**config.mk**
```make
export PLATFORM = sky130hd
export DESIGN_NAME = bus_arbiter
export DESIGN_NICKNAME = d
export VERILOG_FILES = /design/src/rtl/bus_pkg.sv /design/src/rtl/bus_timeout.sv /design/src/rtl/bus_arbiter.sv
export SDC_FILE = /design/constraint.sdc
export NUM_CORES = 1
export LEC_CHECK = 0
export ABC_AREA = 1
export BUFFER_PORTS_ARGS = -buffer_cell sky130_fd_sc_hd__buf_2
export CAP_MARGIN = 20
export CORE_MARGIN = 10
export CORE_UTILIZATION = 34
export CTS_CLUSTER_DIAMETER = 50
export DETAILED_ROUTE_END_ITERATION = 8
export PLACE_DENSITY = 0.95
export SYNTH_ARGS = -nofsm -noshare
export SYNTH_HDL_FRONTEND = slang
export SYNTH_SLANG_ARGS = --single-unit
```
**constraint.sdc**
```tcl
create_clock -name clk -period 3.75 [get_ports clk]
set_clock_uncertainty 0.15 [all_clocks]
set_input_delay 0 -clock clk [delete_from_list [all_inputs] [get_ports clk]]
set_output_delay 0 -clock clk [all_outputs]
set_load 0.005 [all_outputs]
```
**src/rtl/bus_pkg.sv**
```systemverilog
// ============================================================================
// Module : bus_pkg
// Brief  : Shared types and constants for the two-master bus arbiter.
// Rev    : 1.0
// ============================================================================
`default_nettype none

package bus_pkg;

    typedef enum logic [1:0] {
        ARB_IDLE    = 2'd0,
        ARB_BUSY    = 2'd1,
        ARB_RELEASE = 2'd2
    } arb_state_t;

    localparam int unsigned DEFAULT_TIMEOUT   = 255;
    localparam logic [15:0] DEFAULT_BERR_DATA = 16'hFFFF;

    localparam logic MASTER_CPU = 1'b0;
    localparam logic MASTER_DMA = 1'b1;

    // Index of a master -> one-hot grant vector.
    function automatic logic [1:0] owner_onehot(input logic idx);
        owner_onehot = idx ? 2'b10 : 2'b01;
    endfunction

endpackage

`default_nettype wire

```
**src/rtl/bus_timeout.sv**
```systemverilog
// ============================================================================
// Module : bus_timeout
// Brief  : 8-bit transaction watchdog; expired flags the TIMEOUT-th enabled cycle.
// Rev    : 1.0
// ============================================================================
`default_nettype none

module bus_timeout
    import bus_pkg::*;
#(
    parameter int unsigned TIMEOUT = DEFAULT_TIMEOUT
) (
    input  logic clk,
    input  logic reset_n,
    input  logic clear,
    input  logic enable,
    output logic expired
);

    localparam logic [8:0] LIMIT = 9'(TIMEOUT);

    // r_count holds the number of enabled cycles already completed, so the
    // current cycle index is r_count + 1.
    logic [7:0] r_count;

    always_ff @(posedge clk) begin
        if (!reset_n || clear) begin
            r_count <= 8'd0;
        end else if (enable && (r_count != 8'hFF)) begin
            r_count <= r_count + 8'd1;
        end
    end

    assign expired = enable && (({1'b0, r_count} + 9'd1) == LIMIT);

endmodule

`default_nettype wire

```
**src/rtl/bus_arbiter.sv**
```systemverilog
// ============================================================================
// Module : bus_arbiter
// Brief  : Round-robin two-master arbiter with lock and timeout bus-error.
// Rev    : 1.0
// ============================================================================
`default_nettype none

module bus_arbiter
    import bus_pkg::*;
#(
    parameter int unsigned TIMEOUT   = DEFAULT_TIMEOUT,
    parameter logic [15:0] BERR_DATA = DEFAULT_BERR_DATA
) (
    input  logic        clk,
    input  logic        reset_n,

    input  logic [31:0] m0_addr,
    input  logic [15:0] m0_write,
    output logic [15:0] m0_read,
    input  logic        m0_uds,
    input  logic        m0_lds,
    input  logic        m0_rw,
    input  logic        m0_lock,
    output logic        m0_ack,
    output logic        m0_berr,

    input  logic [31:0] m1_addr,
    input  logic [15:0] m1_write,
    output logic [15:0] m1_read,
    input  logic        m1_uds,
    input  logic        m1_lds,
    input  logic        m1_rw,
    input  logic        m1_lock,
    output logic        m1_ack,
    output logic        m1_berr,

    output logic [31:0] s_addr,
    output logic [15:0] s_write,
    output logic        s_rw,
    output logic        s_uds,
    output logic        s_lds,
    input  logic [15:0] s_read,
    input  logic        s_ack,

    output logic [1:0]  grant
);

    arb_state_t  r_state;
    arb_state_t  w_state_next;
    logic        r_owner;
    logic        w_owner_next;
    logic        r_last;
    logic        w_last_next;
    logic        r_lock_hold;
    logic        w_lock_next;

    logic [1:0]  w_req;
    logic        w_g_req;
    logic        w_g_lock;
    logic [31:0] w_g_addr;
    logic [15:0] w_g_write;
    logic        w_g_rw;
    logic        w_g_uds;
    logic        w_g_lds;

    logic        w_done;
    logic        w_berr;
    logic [15:0] w_read_data;
    logic        w_expired;
    logic        w_busy;
    logic        w_active;

    assign w_req     = {m1_uds | m1_lds, m0_uds | m0_lds};
    assign w_g_req   = w_req[r_owner];
    assign w_g_lock  = r_owner ? m1_lock  : m0_lock;
    assign w_g_addr  = r_owner ? m1_addr  : m0_addr;
    assign w_g_write = r_owner ? m1_write : m0_write;
    assign w_g_rw    = r_owner ? m1_rw    : m0_rw;
    assign w_g_uds   = r_owner ? m1_uds   : m0_uds;
    assign w_g_lds   = r_owner ? m1_lds   : m0_lds;

    assign w_busy   = (r_state == ARB_BUSY);
    assign w_active = (r_state != ARB_IDLE);

    bus_timeout #(
        .TIMEOUT (TIMEOUT)
    ) u_timeout (
        .clk     (clk),
        .reset_n (reset_n),
        .clear   (!w_busy),
        .enable  (w_busy),
        .expired (w_expired)
    );

    always_ff @(posedge clk) begin
        if (!reset_n) begin
            r_state     <= ARB_IDLE;
            r_owner     <= MASTER_CPU;
            r_last      <= MASTER_DMA;
            r_lock_hold <= 1'b0;
        end else begin
            r_state     <= w_state_next;
            r_owner     <= w_owner_next;
            r_last      <= w_last_next;
            r_lock_hold <= w_lock_next;
        end
    end

    always_comb begin
        w_state_next = r_state;
        w_owner_next = r_owner;
        w_last_next  = r_last;
        w_lock_next  = r_lock_hold;
        w_done       = 1'b0;
        w_berr       = 1'b0;
        w_read_data  = 16'h0000;

        case (r_state)
            ARB_IDLE: begin
                // A held lock admits only the master that last completed.
                if (r_lock_hold) begin
                    if (w_req[r_last]) begin
                        w_owner_next = r_last;
                        w_state_next = ARB_BUSY;
                    end
                end else if (&w_req) begin
                    w_owner_next = ~r_last;
                    w_state_next = ARB_BUSY;
                end else if (w_req[0]) begin
                    w_owner_next = MASTER_CPU;
                    w_state_next = ARB_BUSY;
                end else if (w_req[1]) begin
                    w_owner_next = MASTER_DMA;
                    w_state_next = ARB_BUSY;
                end
            end

            ARB_BUSY: begin
                // A master withdrawing its strobes ends the transaction silently.
                if (!w_g_req) begin
                    w_state_next = ARB_IDLE;
                end else if (s_ack) begin
                    w_done       = 1'b1;
                    w_read_data  = s_read;
                    w_last_next  = r_owner;
                    w_lock_next  = w_g_lock;
                    w_state_next = ARB_RELEASE;
                end else if (w_expired) begin
                    w_done       = 1'b1;
                    w_berr       = 1'b1;
                    w_read_data  = BERR_DATA;
                    w_last_next  = r_owner;
                    w_lock_next  = 1'b0;
                    w_state_next = ARB_RELEASE;
                end
            end

            ARB_RELEASE: begin
                w_state_next = ARB_IDLE;
            end

            default: begin
                w_state_next = ARB_IDLE;
            end
        endcase
    end

    assign grant   = w_active ? owner_onehot(r_owner) : 2'b00;

    assign s_addr  = w_active ? w_g_addr  : 32'h0;
    assign s_write = w_active ? w_g_write : 16'h0;
    assign s_rw    = w_active & w_g_rw;
    assign s_uds   = w_busy & w_g_uds;
    assign s_lds   = w_busy & w_g_lds;

    assign m0_ack  = w_done & (r_owner == MASTER_CPU);
    assign m0_berr = w_berr & (r_owner == MASTER_CPU);
    assign m0_read = m0_ack ? w_read_data : 16'h0000;

    assign m1_ack  = w_done & (r_owner == MASTER_DMA);
    assign m1_berr = w_berr & (r_owner == MASTER_DMA);
    assign m1_read = m1_ack ? w_read_data : 16'h0000;

endmodule

`default_nettype wire

```
==> flow_metrics.tcl <==
set metrics [dict create \
    n_fill_cell 404 \
    whs_ps 37.4 \
    syn_area_per_cell_um2 6.58 \
    place_hpwl_um 8090 \
    crit_required_ps 3600 \
    finalSetupViolations 0 \
    rows 24 \
    synth_top_area_cell "a22o_1" \
    gp_congestion 0.940 \
    post-cts-setup-buffers 0 \
    gr-total-overflow 0 \
    synth_most_common_cell "a22o_1" \
    cp_slowest_stage_delay_ps 880 \
    nNetsFinal 562 \
    cellPowerDensity_nw_per_um2 242 \
    slew_violations 0 \
    cts-root-buf "clkbuf_8" \
    synth_edf_count 0 \
    peakVddDrop_uv 211 \
    crit_path_start_kind "flop" \
    slowest_stage "nor2_4" \
    synthAdderAreaFrac 0.0163 \
    hold_path.class "input port to flop" \
    critPathArrivalTime_ps 2440 \
    synthArstFlopShare 0 \
    ctsResizeCount 0 \
    wl_per_cell_um 19.4 \
    path_max_fanout 50 \
    hold_buffers 2 \
    dieHeight_um 87.3 \
    drt_wl_total_um 9490 \
    syn-num-nets 359 \
    ioPinCount 212 \
    synth_area_um2 1540 \
    outcome "finished, final reports clean" \
    crit_path_end_kind "output port" \
    cts_max_level 1 \
    fmax_mhz 386 \
    ys_types 26 \
    crit_path_cell_trace "inv_1 -> nor2_4 -> a22o_1 -> buf_2" \
    route.detailed.drc 0 \
    cts_tree "done" \
    coreArea_um2 4380 \
    cap_viol_max_count 0 \
    clock_path_buffers 2 \
    max_slew.worst_pin.slew_ps 1070 \
    period_share 0.691 \
    dieArea_um2 7620 \
    via_count 2540 \
    synth_common_cells "a22o_1, a21oi_1, inv_1" \
    grt_usage 0.218 \
    diodes 0 \
    antenna_found_initial 0 \
    synthFlopType "dfxtp_1" \
    syn_to_final_growth_pct 73.2 \
    total_power_mw 0.646 \
    ys_seq_elements 13 \
    drive_gt1_frac 0.530 \
    synthMuxAreaShare 0 \
    antenna_left 0 \
    worstSetupPathType "flop to output port" \
    netlist.area_leader.share 0.279 \
    cts_sinks 13 \
    period_minus_slack_ps 2590 \
    rsz0062_at_grt "false" \
    start_util 0.351 \
    grt_pass1_vias 2456 \
    synth_top_family_by_area "compound AO/OA/AOI/OAI gates" \
    ys.warnings.count 0 \
    drtIter0Drc 123 \
    grt_max_degree 51 \
    cellLeakagePower_nw 1.65 \
    die_x_um 87.3 \
    finalSetupTns_ps 0 \
    clk_pin_slew_worst_paths_ps 50 \
    syn-instance-count 234 \
    slew_headroom 0.285 \
    finalHoldViolCount 0 \
    port_buffers 211 \
    synth_simple_gate_area_frac 0.215 \
    cts_buffers 3 \
    dr.pass1.iters 4 \
    synth_compound_area_frac 0.459 \
    netlist_top_cells_area "a22o_1, dfxtp_1, a21oi_1" \
    grt_first_pass_wirelength_um 13500 \
    clk_latency_ps 250 \
    ys_seq_area_frac 0.169 \
    synth-xor-area-share 0 \
    vias_per_cell 5.20 \
]
==> cell families after synthesis <==
group	count (synthesis)
buffers and inverters	53
AOI/OAI and AO/OA	99
adders and majority gates	2
DFF	13
and+or+nand+nor	67
==> routing by layer <==
layer  vias to the layer above  global-route usage  share of wire
met4                         0              0.0449          0.013
met3                        12               0.100           0.14
met2                       165               0.371           0.50
met5                         -                   0              0
li1                       1229                   -              -
met1                      1134               0.243           0.35
==> cell type report <==
class                   instances  area (um2)  area share
flip-flops and latches         13         260      0.0977
clock buffers                   4        45.0      0.0169
well taps                      52        65.1      0.0244
repair buffers                214        1080       0.407
multi-input cells             168        1070       0.402
inverters                      37         139      0.0521
==> cells in the final DEF (no fill, tap or decap), drive strengths merged <==
cell / n
a211oi: 1
a21oi: 42
a22o: 49
a31oi: 2
buf: 212
clkbuf: 4
dfxtp: 13
dlygate4sd3: 2
ha: 2
inv: 37
nand2: 32
nand3: 8
nand4: 3
nor2: 23
nor3: 1
o211ai: 1
o21ai: 3
o311ai: 1
==> worst paths after layout <==
check                                          start          end  slack [ps]  depth (start not counted)
worst min-delay path                         m1_lock  r_lock_hold          40                          5
worst max-delay path                         r_owner   s_write[2]        1160                          4
worst max register to register  u_timeout.r_count[0]       r_last        1780                         11
worst min register to register                r_last       r_last         350                          2
==> worst max-delay path: cells and delay by family, from the launching register on <==
| family | cells | cell delay, ps |
|---|---|---|
| simple gates | 1 | 880 |
| flops | 1 | 600 |
| buf+inv | 2 | 420 |
| compound gates | 1 | 290 |
==> where the power goes <==
| part | internal, mW | switching (mW) | total [mW] |
|---|---|---|---|
| sequential | 0.147 | 0.0126 | 0.160 |
| combinational | 0.174 | 0.182 | 0.356 |
| clock | 0.0752 | 0.0545 | 0.130 |
| total | 0.397 | 0.249 | 0.646 |
==> through the flow <==
step                std cells   util  cell area (um2)  setup slack [ps]
floorplan                 234      -             1540              2020
global route              488  0.608             2670              1000
finish                    488  0.608             2670              1160
detailed placement        482  0.593             2600              1470
global placement          482  0.593             2600              1590
CTS                       488  0.608             2670              1220
==> state kept, by name, summed over array words and instances, names as in the netlist <==
signal             cells
r_last                 1
r_lock_hold            1
r_owner                1
r_state                2
u_timeout.r_count      8
Power figures use the tool's default switching activity.
